--- src/rtl/pea_pkg.sv ---
// Shared PEA parameters plus the configuration-loader FSM state type.
// The step index is one bit wider than the slot index so that out-of-range last-step requests can be clamped.
package pea_pkg;
    localparam int N               = 2;
    localparam int M               = 2;
    localparam int KMEM_SIZE       = 4;
    localparam int N_CFG_BITS_PE   = 32;
    localparam int N_CFG_ADDR_BITS = 3;

    localparam int N_ROW_BITS      = (N > 1) ? $clog2(N) : 1;
    localparam int N_COL_BITS      = (M > 1) ? $clog2(M) : 1;
    localparam int N_KMEM_IDX_BITS = (KMEM_SIZE > 1) ? $clog2(KMEM_SIZE) : 1;

    typedef enum logic [1:0] {
        IDLE = 2'd0,
        LOAD = 2'd1,
        DONE = 2'd2
    } cfg_ldr_state_t;

    // Requests beyond the physical slot count are clamped to the last slot.
    function automatic logic [N_CFG_ADDR_BITS-1:0] clamp_step(input logic [N_CFG_ADDR_BITS-1:0] s);
        if (s > N_CFG_ADDR_BITS'(KMEM_SIZE - 1))
            return N_CFG_ADDR_BITS'(KMEM_SIZE - 1);
        return s;
    endfunction
endpackage

--- src/rtl/cfg_idx_cnt.sv ---
// Nested col/step/row counter that walks the config stream order.
// Column is the fastest index and row is the slowest.
module cfg_idx_cnt
    import pea_pkg::*;
(
    input  logic                       clk,
    input  logic                       rst_n,
    input  logic                       en,
    input  logic                       clr,
    input  logic [N_CFG_ADDR_BITS-1:0] last_step,
    output logic [N_ROW_BITS-1:0]      row,
    output logic [N_COL_BITS-1:0]      col,
    output logic [N_CFG_ADDR_BITS-1:0] step,
    output logic                       last_beat
);
    logic col_wrap;
    logic step_wrap;

    assign col_wrap  = (col == N_COL_BITS'(M - 1));
    assign step_wrap = (step == last_step);
    assign last_beat = col_wrap && step_wrap && (row == N_ROW_BITS'(N - 1));

    always_ff @(posedge clk) begin
        if (!rst_n || clr) begin
            row  <= '0;
            col  <= '0;
            step <= '0;
        end else if (en) begin
            if (col_wrap) begin
                col <= '0;
                if (step_wrap) begin
                    step <= '0;
                    row  <= row + N_ROW_BITS'(1);
                end else begin
                    step <= step + N_CFG_ADDR_BITS'(1);
                end
            end else begin
                col <= col + N_COL_BITS'(1);
            end
        end
    end
endmodule

--- src/rtl/cfg_loader_pea.sv ---
// Streams PE configuration words into the per-PE, per-slot config storage.
// The storage is exposed as a flat array that feeds the PEA configuration-read path.
module cfg_loader_pea
    import pea_pkg::*;
(
    input  logic                       clk_i,
    input  logic                       rst_n_i,
    input  logic                       start_i,
    input  logic [N_CFG_ADDR_BITS-1:0] last_step_i,
    input  logic                       abort_i,
    input  logic                       cfg_valid_i,
    input  logic [N_CFG_BITS_PE-1:0]   cfg_data_i,
    output logic                       cfg_ready_o,
    output logic [N-1:0][M-1:0][KMEM_SIZE-1:0][N_CFG_BITS_PE-1:0] reg_cfg_pea_o,
    output logic                       busy_o,
    output logic                       done_o
);
    cfg_ldr_state_t             state, state_nxt;
    logic [N_CFG_ADDR_BITS-1:0] last_step_q;
    logic [N_ROW_BITS-1:0]      row;
    logic [N_COL_BITS-1:0]      col;
    logic [N_CFG_ADDR_BITS-1:0] step;
    logic                       last_beat;
    logic                       hs;

    assign hs = cfg_valid_i && cfg_ready_o;

    cfg_idx_cnt u_idx (
        .clk       (clk_i),
        .rst_n     (rst_n_i),
        .en        (hs),
        .clr       (state == IDLE),
        .last_step (last_step_q),
        .row       (row),
        .col       (col),
        .step      (step),
        .last_beat (last_beat)
    );

    always_ff @(posedge clk_i) begin
        if (!rst_n_i)
            state <= IDLE;
        else
            state <= state_nxt;
    end

    always_ff @(posedge clk_i) begin
        if (!rst_n_i)
            last_step_q <= '0;
        else if (state == IDLE && start_i)
            last_step_q <= clamp_step(last_step_i);
    end

    // Abort wins over the final beat: the word is still written but no done pulse.
    always_comb begin
        state_nxt = state;
        case (state)
            IDLE:    if (start_i) state_nxt = LOAD;
            LOAD: begin
                if (abort_i)              state_nxt = IDLE;
                else if (hs && last_beat) state_nxt = DONE;
            end
            DONE:    state_nxt = IDLE;
            default: state_nxt = IDLE;
        endcase
    end

    // Outputs decode the state register only, so they change exactly at clock edges.
    always_comb begin
        cfg_ready_o = (state == LOAD);
        busy_o      = (state != IDLE);
        done_o      = (state == DONE);
    end

    always_ff @(posedge clk_i) begin
        if (!rst_n_i)
            reg_cfg_pea_o <= '0;
        else if (hs)
            reg_cfg_pea_o[row][col][step[N_KMEM_IDX_BITS-1:0]] <= cfg_data_i;
    end
endmodule

--- config.mk ---
export PLATFORM = sky130hd
export DESIGN_NAME = cfg_loader_pea
export DESIGN_NICKNAME = d
export VERILOG_FILES = /design/src/rtl/pea_pkg.sv /design/src/rtl/cfg_idx_cnt.sv /design/src/rtl/cfg_loader_pea.sv
export SDC_FILE = /design/constraint.sdc
export NUM_CORES = 1
export LEC_CHECK = 0
export ABC_CLOCK_PERIOD_IN_PS = 1400
export BUFFER_PORTS_ARGS = -buffer_cell sky130_fd_sc_hd__buf_2
export CAP_MARGIN = 20
export CORE_ASPECT_RATIO = 1.1
export CORE_UTILIZATION = 25
export CTS_CLUSTER_DIAMETER = 100
export DETAILED_ROUTE_END_ITERATION = 7
export HOLD_SLACK_MARGIN = 0.02
export PLACE_DENSITY = 0.54
export SLEW_MARGIN = 20
export SYNTH_ARGS = -nofsm -noshare
export SYNTH_HDL_FRONTEND = slang
export SYNTH_SLANG_ARGS = --single-unit
--- constraint.sdc ---
create_clock -name clk_i -period 1.4 [get_ports clk_i]
set_input_delay 0.42 -clock clk_i [delete_from_list [all_inputs] [get_ports clk_i]]
set_output_delay 0.42 -clock clk_i [all_outputs]
set_load 0.05 [all_outputs]
# ---- Word-level counts from Yosys, hierarchy flattened
# Index checks and enable logic that the tools add are counted.
dict set report word_totals {
  inputBits 40
  regBits 522
  out_inout_bits 515
  elab_cells 69
}
dict set report op_classes {
  addsub 3
  n_mux 18
  reduce_logical 15
  eq_ne 5
  magnitude_cmp 7
}
# operator count
set ops {}
lappend ops {{$bwmux 512} 1}
lappend ops {{$demux 256 s1} 1}
lappend ops {{$mux 256} 1}
lappend ops {{$demux 128 s1} 1}
lappend ops {{$mux 128} 1}
lappend ops {{$demux 32 s2} 1}
lappend ops {{$mux 32} 1}
lappend ops {{$mux 3} 3}
lappend ops {{$logic_and 1x1->1} 8}
lappend ops {{$mux 2} 3}
lappend ops {{$lt 1x2->1 const B} 2}
lappend ops {{$mux 1} 4}
lappend ops {{$pmux 2 s2} 1}
lappend ops {{$reduce_and 2->1} 2}
lappend ops {{$add 3x1->3 const B} 1}
lappend ops {{$eq 3x3->1} 1}
lappend ops {{$gt 3x2->1 const B} 1}
lappend ops {{$lt 2x3->1 const B} 1}
lappend ops {{$ne 3x2->1 const B} 1}
lappend ops {{$reduce_and 3->1} 1}
lappend ops {{$add 1x1->1 const B} 2}
lappend ops {{$eq 2x1->1 const B} 1}
lappend ops {{$eq 2x2->1 const B} 1}
lappend ops {{$ge 1x1->1 const B} 2}
lappend ops {{other kinds (6)} 6}

# ---- Depth between registers and ports, before layout
dict set report logic_depth {
  depth_word 9
  ltp_mapped 8
  mapped_depth_nobuf 5
}

# ---- Modules after synthesis
# A second synthesis with hierarchy kept.
dict set report unflattened {
  hier_cells 1796
  hier_area_um2 18793.0
}
# module area_each_um2 instances seq_area_each_um2 cells_per_inst
set modules_own_cells {}
lappend modules_own_cells {cfg_loader_pea 18524.0 1 10349.9 1765}
lappend modules_own_cells {cfg_idx_cnt 269.0 1 100.1 31}

# ---- Worst setup path before layout
# Ideal clock, no wire load.
dict set report synth_timing {
  path_kind {reg-to-output}
  start {reg state[0]}
  end {out cfg_ready_o}
  slack_ps -413
  arrival_time_ps 1393
  path_stages_with_launch 4
  t_required_ps 980
  n_path_buf 2
  cell_sequence {dfxtp_1 -> clkbuf_2 -> buf_2 -> nor2b_1}
}
dict set report synth_via {
  elab_chain_len 1
}
# item line
set synth_rtl {}
lappend synth_rtl {{from (decl)} cfg_loader_pea.sv:18} ;# cfg_ldr_state_t state, state_nxt;
lappend synth_rtl {{from (signal assigned)} cfg_loader_pea.sv:44} ;# state <= state_nxt;
lappend synth_rtl {{$eq 2x1->1} cfg_loader_pea.sv:70} ;# cfg_ready_o = (state == LOAD);
lappend synth_rtl {{to (decl)} cfg_loader_pea.sv:13} ;# output logic cfg_ready_o,
# No other way between the ends.

# ---- Worst setup path after layout
dict set report layout_timing {
  start {reg state[1]}
  end {out busy_o}
}
dict set report layout_via {
  elab_chain_len 1
}
# item line
set layout_rtl {}
lappend layout_rtl {{$reduce_bool 2->1} cfg_loader_pea.sv:71} ;# busy_o = (state != IDLE);
lappend layout_rtl {{to (decl)} cfg_loader_pea.sv:15} ;# output logic busy_o,
# No other way between the ends.

==> summary.txt <==
FLOORPLANNING
------------------------------------------------------------------------------------------------------
Height of the chip                                                                        311.9 microns
Core box area                                                                             0.08639 sq mm
Die outline width                                                                         283.7 microns
Initial core utilization                                                                        0.2527
Core Rows                                                                                          113
Area enclosed by the die boundary                                                         0.08849 sq mm
Count of pins on the block boundary                                                                555

PLACED DESIGN
------------------------------------------------------------------------------------------------------
Number of input and output port buffers inserted                                                   554
Weighted congestion reported at the end of routability-driven placement                         0.7911
Post-placement cell count                                                                         4052
Area after DPL                                                                            0.02710 sq mm
Post-DP HPWL                                                                                  63.99 mm

SETUP PATH
------------------------------------------------------------------------------------------------------
Worst-path maximum fanout                                                                            4
Slowest-stage cell, CP                                                                    sky130_fd_sc_hd__dfxtp_4
Sum of buffers and inverters on the critical path                                                    2
Chain of cells forming the critical path                                                  buf_6 > or2_4 > buf_12
WP data required                                                                                980 ps
Kind of cell adding the most delay to the critical path                                     flip-flops
Critical Path Sink Type                                                                     output pin
Critical path arrival                                                                          1520 ps
WS Path Type                                                                              flip-flop to output pin
Crit start category                                                                          flip-flop
Biggest cell delay along the critical path                                                      350 ps

STA
------------------------------------------------------------------------------------------------------
Endpoints failing setup                                                                           1032
Final hold vios                                                                                      0
Final period demand of the worst path                                                          1938 ps
Count of final max-slew check failures                                                               0
Final cycle utilization of the critical path                                                     1.384
Final worst slack                                                                            -538.0 ps
Clock tree skew after final layout                                                            27.29 ps
Setup repair after global routing missed its margin                                                yes
Maximum clock frequency                                                                     0.5160 GHz
Hold Worst Slack                                                                              54.73 ps
Headroom to the max-slew limit                                                                  0.6936
Transition at the pin with the smallest max-transition slack                                  459.2 ps

POWER
------------------------------------------------------------------------------------------------------
Worst vdd rail ir drop                                                                     0.0008303 V
Ratio of total power to cell area                                                         898.5 mW/mm^2
Static leakage                                                                                14.00 nW
Sum of internal, switching and leakage power                                                 0.03467 W

LOGIC SYNTHESIS
------------------------------------------------------------------------------------------------------
Area of the mapped netlist                                                                0.02183 sq mm
Yosys synthesis warning count                                                                        0
Cell type with the largest total area after synthesis                                     sky130_fd_sc_hd__dfxtp_1
Number of register bits inferred by synthesis                                                      522
Synthesized area per cell                                                                  8.808 sq um
Number of nets in the synthesized netlist                                                         2522
Top post-synthesis cells by area                                                          sky130_fd_sc_hd__dfxtp_1 (48%), sky130_fd_sc_hd__a21boi_1 (16%), sky130_fd_sc_hd__o21ai_0 (12%)
Synth top area share                                                                            0.4788
Portion of the post-synthesis area used by sequential elements                                  0.4788
Yosys cell types                                                                                    36
Number of cells produced by synthesis                                                             2478

ROUTING
------------------------------------------------------------------------------------------------------
Avg WL per Cell                                                                           27.66 microns
Average via count per standard cell                                                              5.392
Total length of routed wires                                                                  118.7 mm
Violation count after the first detailed-route iteration                                          2327
Count of TritonRoute iterations in the first routing pass                                            6
DRC violation count after routing                                                                    0
Via Count                                                                                        23150
Final ANT Viol Nets                                                                                  0

CLOCK TREE
------------------------------------------------------------------------------------------------------
Buffer cell driving the clock tree root                                                   sky130_fd_sc_hd__clkbuf_16
TritonCTS clock tree                                                                               yes
Number of buffers created by CTS                                                                    59
Clock buffer depth                                                                                   3
Number of hold buffers added after cts                                                               0
Number of sinks handled by clock tree synthesis                                                    522
Clock transition at the register clock pins on the worst setup and hold paths after CTS          60 ps
Clock H-tree levels                                                                                  2
Clk Latency, worst-skew pair                                                                    650 ps

GLOBAL ROUTING
------------------------------------------------------------------------------------------------------
Number of antenna violations at the first check in global routing                                    7
Global-route wire length before repair                                                        154.1 mm
Overall fraction of global-route tracks in use                                                  0.2342
Number of global-route vias before repair                                                        21600
Maximum number of pins on one net before global-route repair                                        72
Overflow after GRT                                                                                   0

CELLS AND AREA
------------------------------------------------------------------------------------------------------
Post-synthesis to final-layout area growth                                                      76.78%
Final instance area                                                                       0.03858 sq mm
# fillers                                                                                         7784
Fin cells                                                                                         4293
Util after Layout                                                                               0.4466
Number of nets in the layout                                                                      3133
Proportion of layout cells with a drive suffix above 1                                          0.5644

WORST HOLD PATH
------------------------------------------------------------------------------------------------------
Hold Crit Class                                                                           input port to flip-flop

OUTCOME
------------------------------------------------------------------------------------------------------
Outcome                                                                                   finished with violations
Failing checks                                                                            setup timing

JOB
------------------------------------------------------------------------------------------------------
Maximum Capacitance Violations                                                                       0

-- worst paths after layout --
kind | from | endpoint | slack [ps] | cells past startpoint
setup / recovery | state[1]$_SDFFE_PN0P_ | busy_o | -540 | 3
hold / removal | cfg_data_i[12] | reg_cfg_pea_o[428]$_SDFFE_PN0P_ | 50 | 3
setup reg to reg | u_idx.step[0]$_SDFFE_PP0P_ | reg_cfg_pea_o[105]$_SDFFE_PN0P_ | -390 | 8
hold reg to reg | reg_cfg_pea_o[362]$_SDFFE_PN0P_ | reg_cfg_pea_o[362]$_SDFFE_PN0P_ | 460 | 2
-- worst min-delay path, stage by stage --
cell,delay [ps]
sky130_fd_sc_hd__buf_2,130
sky130_fd_sc_hd__nand3_1,60
sky130_fd_sc_hd__a21boi_1,60
-- area by class of cell --
| cell class | count | area (sq um) | area share |
|---|---|---|---|
| repair buffers | 902 | 13060 | 0.3385 |
| flip-flops and latches | 522 | 11220 | 0.2909 |
| multi-input cells | 1601 | 10750 | 0.2785 |
| clock buffers | 86 | 1718 | 0.04452 |
| well taps | 1150 | 1439 | 0.03729 |
| clock inverters | 24 | 367.9 | 0.009534 |
| inverters | 3 | 16.27 | 0.0004216 |
| diodes | 5 | 12.51 | 0.0003243 |
-- repair_timing --
| action | 4_1_cts | 5_1_grt |
|---|---|---|
| setup buffers | 30 | 33 |
| resized for setup | 2115 | 517 |
| endpoints found under the hold margin | 0 | 0 |
| pin swaps | 23 | 173 |
| setup endpoints to repair | 1032 | 1036 |
| cloned | 19 | 53 |
-- report_power, final --
part,leakage [nW],internal (W),switching (W),total [W]
logic,8.49,0.00104,0.00181,0.00286
registers,4.49,0.0148,0.0000501,0.0149
clock network,1.02,0.0100,0.00696,0.0170
total,14.0,0.0258,0.00882,0.0347
-- layout by cell type, fill, tap and decap left out, types with 3 or more instances in the layout --
master,instances
sky130_fd_sc_hd__clkbuf_1,13
sky130_fd_sc_hd__nor2b_4,3
sky130_fd_sc_hd__o21ai_2,109
sky130_fd_sc_hd__inv_6,3
sky130_fd_sc_hd__dfxtp_2,468
sky130_fd_sc_hd__and4b_4,4
sky130_fd_sc_hd__clkbuf_8,14
sky130_fd_sc_hd__a21boi_1,461
sky130_fd_sc_hd__buf_2,38
sky130_fd_sc_hd__buf_6,155
sky130_fd_sc_hd__o21ai_4,12
sky130_fd_sc_hd__clkinv_2,7
sky130_fd_sc_hd__nand3_1,440
sky130_fd_sc_hd__o311ai_2,3
sky130_fd_sc_hd__clkinvlp_4,3
sky130_fd_sc_hd__a21boi_0,21
sky130_fd_sc_hd__nand3_4,10
sky130_fd_sc_hd__o21ai_1,117
sky130_fd_sc_hd__nand2_1,5
sky130_fd_sc_hd__diode_2,5
sky130_fd_sc_hd__nor3_1,3
sky130_fd_sc_hd__bufinv_16,8
sky130_fd_sc_hd__nor3b_1,4
sky130_fd_sc_hd__nand3_2,63
sky130_fd_sc_hd__buf_8,422
sky130_fd_sc_hd__a21oi_1,3
sky130_fd_sc_hd__dfxtp_1,4
sky130_fd_sc_hd__a21boi_2,30
sky130_fd_sc_hd__nor2_1,3
sky130_fd_sc_hd__ha_4,4
sky130_fd_sc_hd__clkbuf_16,99
sky130_fd_sc_hd__buf_16,21
sky130_fd_sc_hd__buf_12,115
sky130_fd_sc_hd__buf_4,108
sky130_fd_sc_hd__nand4b_1,4
sky130_fd_sc_hd__o21ai_0,277
sky130_fd_sc_hd__bufbuf_16,3
sky130_fd_sc_hd__dfxtp_4,50
-- Yosys cell counts --
library cell               number
sky130_fd_sc_hd__nand4b_4       1
sky130_fd_sc_hd__ha_1           4
sky130_fd_sc_hd__nor4_4         1
sky130_fd_sc_hd__clkbuf_1     208
sky130_fd_sc_hd__nand4b_1       4
sky130_fd_sc_hd__buf_6         58
sky130_fd_sc_hd__and4b_1        4
sky130_fd_sc_hd__nor3b_1        4
sky130_fd_sc_hd__and2b_1        1
sky130_fd_sc_hd__and3_1         1
sky130_fd_sc_hd__a21boi_1     455
sky130_fd_sc_hd__nand2_1        6
sky130_fd_sc_hd__a31oi_1        2
sky130_fd_sc_hd__or2_2          2
sky130_fd_sc_hd__buf_4         15
sky130_fd_sc_hd__nor2_1         4
sky130_fd_sc_hd__nor2b_1        5
sky130_fd_sc_hd__xor2_1         3
sky130_fd_sc_hd__o21ai_0      515
sky130_fd_sc_hd__or3b_1         1
sky130_fd_sc_hd__or2_1          1
sky130_fd_sc_hd__and2_1         1
sky130_fd_sc_hd__mux2i_1        1
sky130_fd_sc_hd__or3_1          1
sky130_fd_sc_hd__a21boi_0      57
sky130_fd_sc_hd__inv_1          3
sky130_fd_sc_hd__and4b_2        1
sky130_fd_sc_hd__a21oi_1        3
sky130_fd_sc_hd__nand2b_4       1
sky130_fd_sc_hd__nor3_1         3
sky130_fd_sc_hd__o311ai_0       4
sky130_fd_sc_hd__nand2b_1       2
sky130_fd_sc_hd__buf_2         58
sky130_fd_sc_hd__clkbuf_2      13
sky130_fd_sc_hd__dfxtp_1      522
sky130_fd_sc_hd__nand3_1      513
-- flip-flops by register name, indices dropped and copies added (netlist names) --
signal         count
last_step_q        3
reg_cfg_pea_o    512
state              2
u_idx.col          1
u_idx.row          1
u_idx.step         3
-- cell families after synthesis --
group,count (synthesis),share of synthesized area
buffers and inverters,355,0.08765
adders and majority gates,4,0.002293
DFF,522,0.4788
xor gates and xnor gates,3,0.001204
AOI/OAI and AO/OA,1036,0.2971
muxes,1,0.0004586
and+or+nand+nor,557,0.1325
-- per-stage QoR --
step	setup WS, ps	setup TNS, ps
floorplan	-28.76	-632.9
global placement	-221.7	-76970
detailed placement	-263.2	-90520
CTS	-578.9	-182630
global route	-580.4	-248210
finish	-538.0	-201770
-- routing by layer --
layer,GRT usage,part of all wire,routed length (microns),up-vias
met2,0.3837,0.47,55790,1292
met1,0.2915,0.39,46840,11440
met4,0.09767,0.053,6347,6
met3,0.05769,0.082,9727,303
met5,0,0.00028,33,-
li1,-,-,-,10110
No activity file was read; power rests on OpenSTA's default activity.
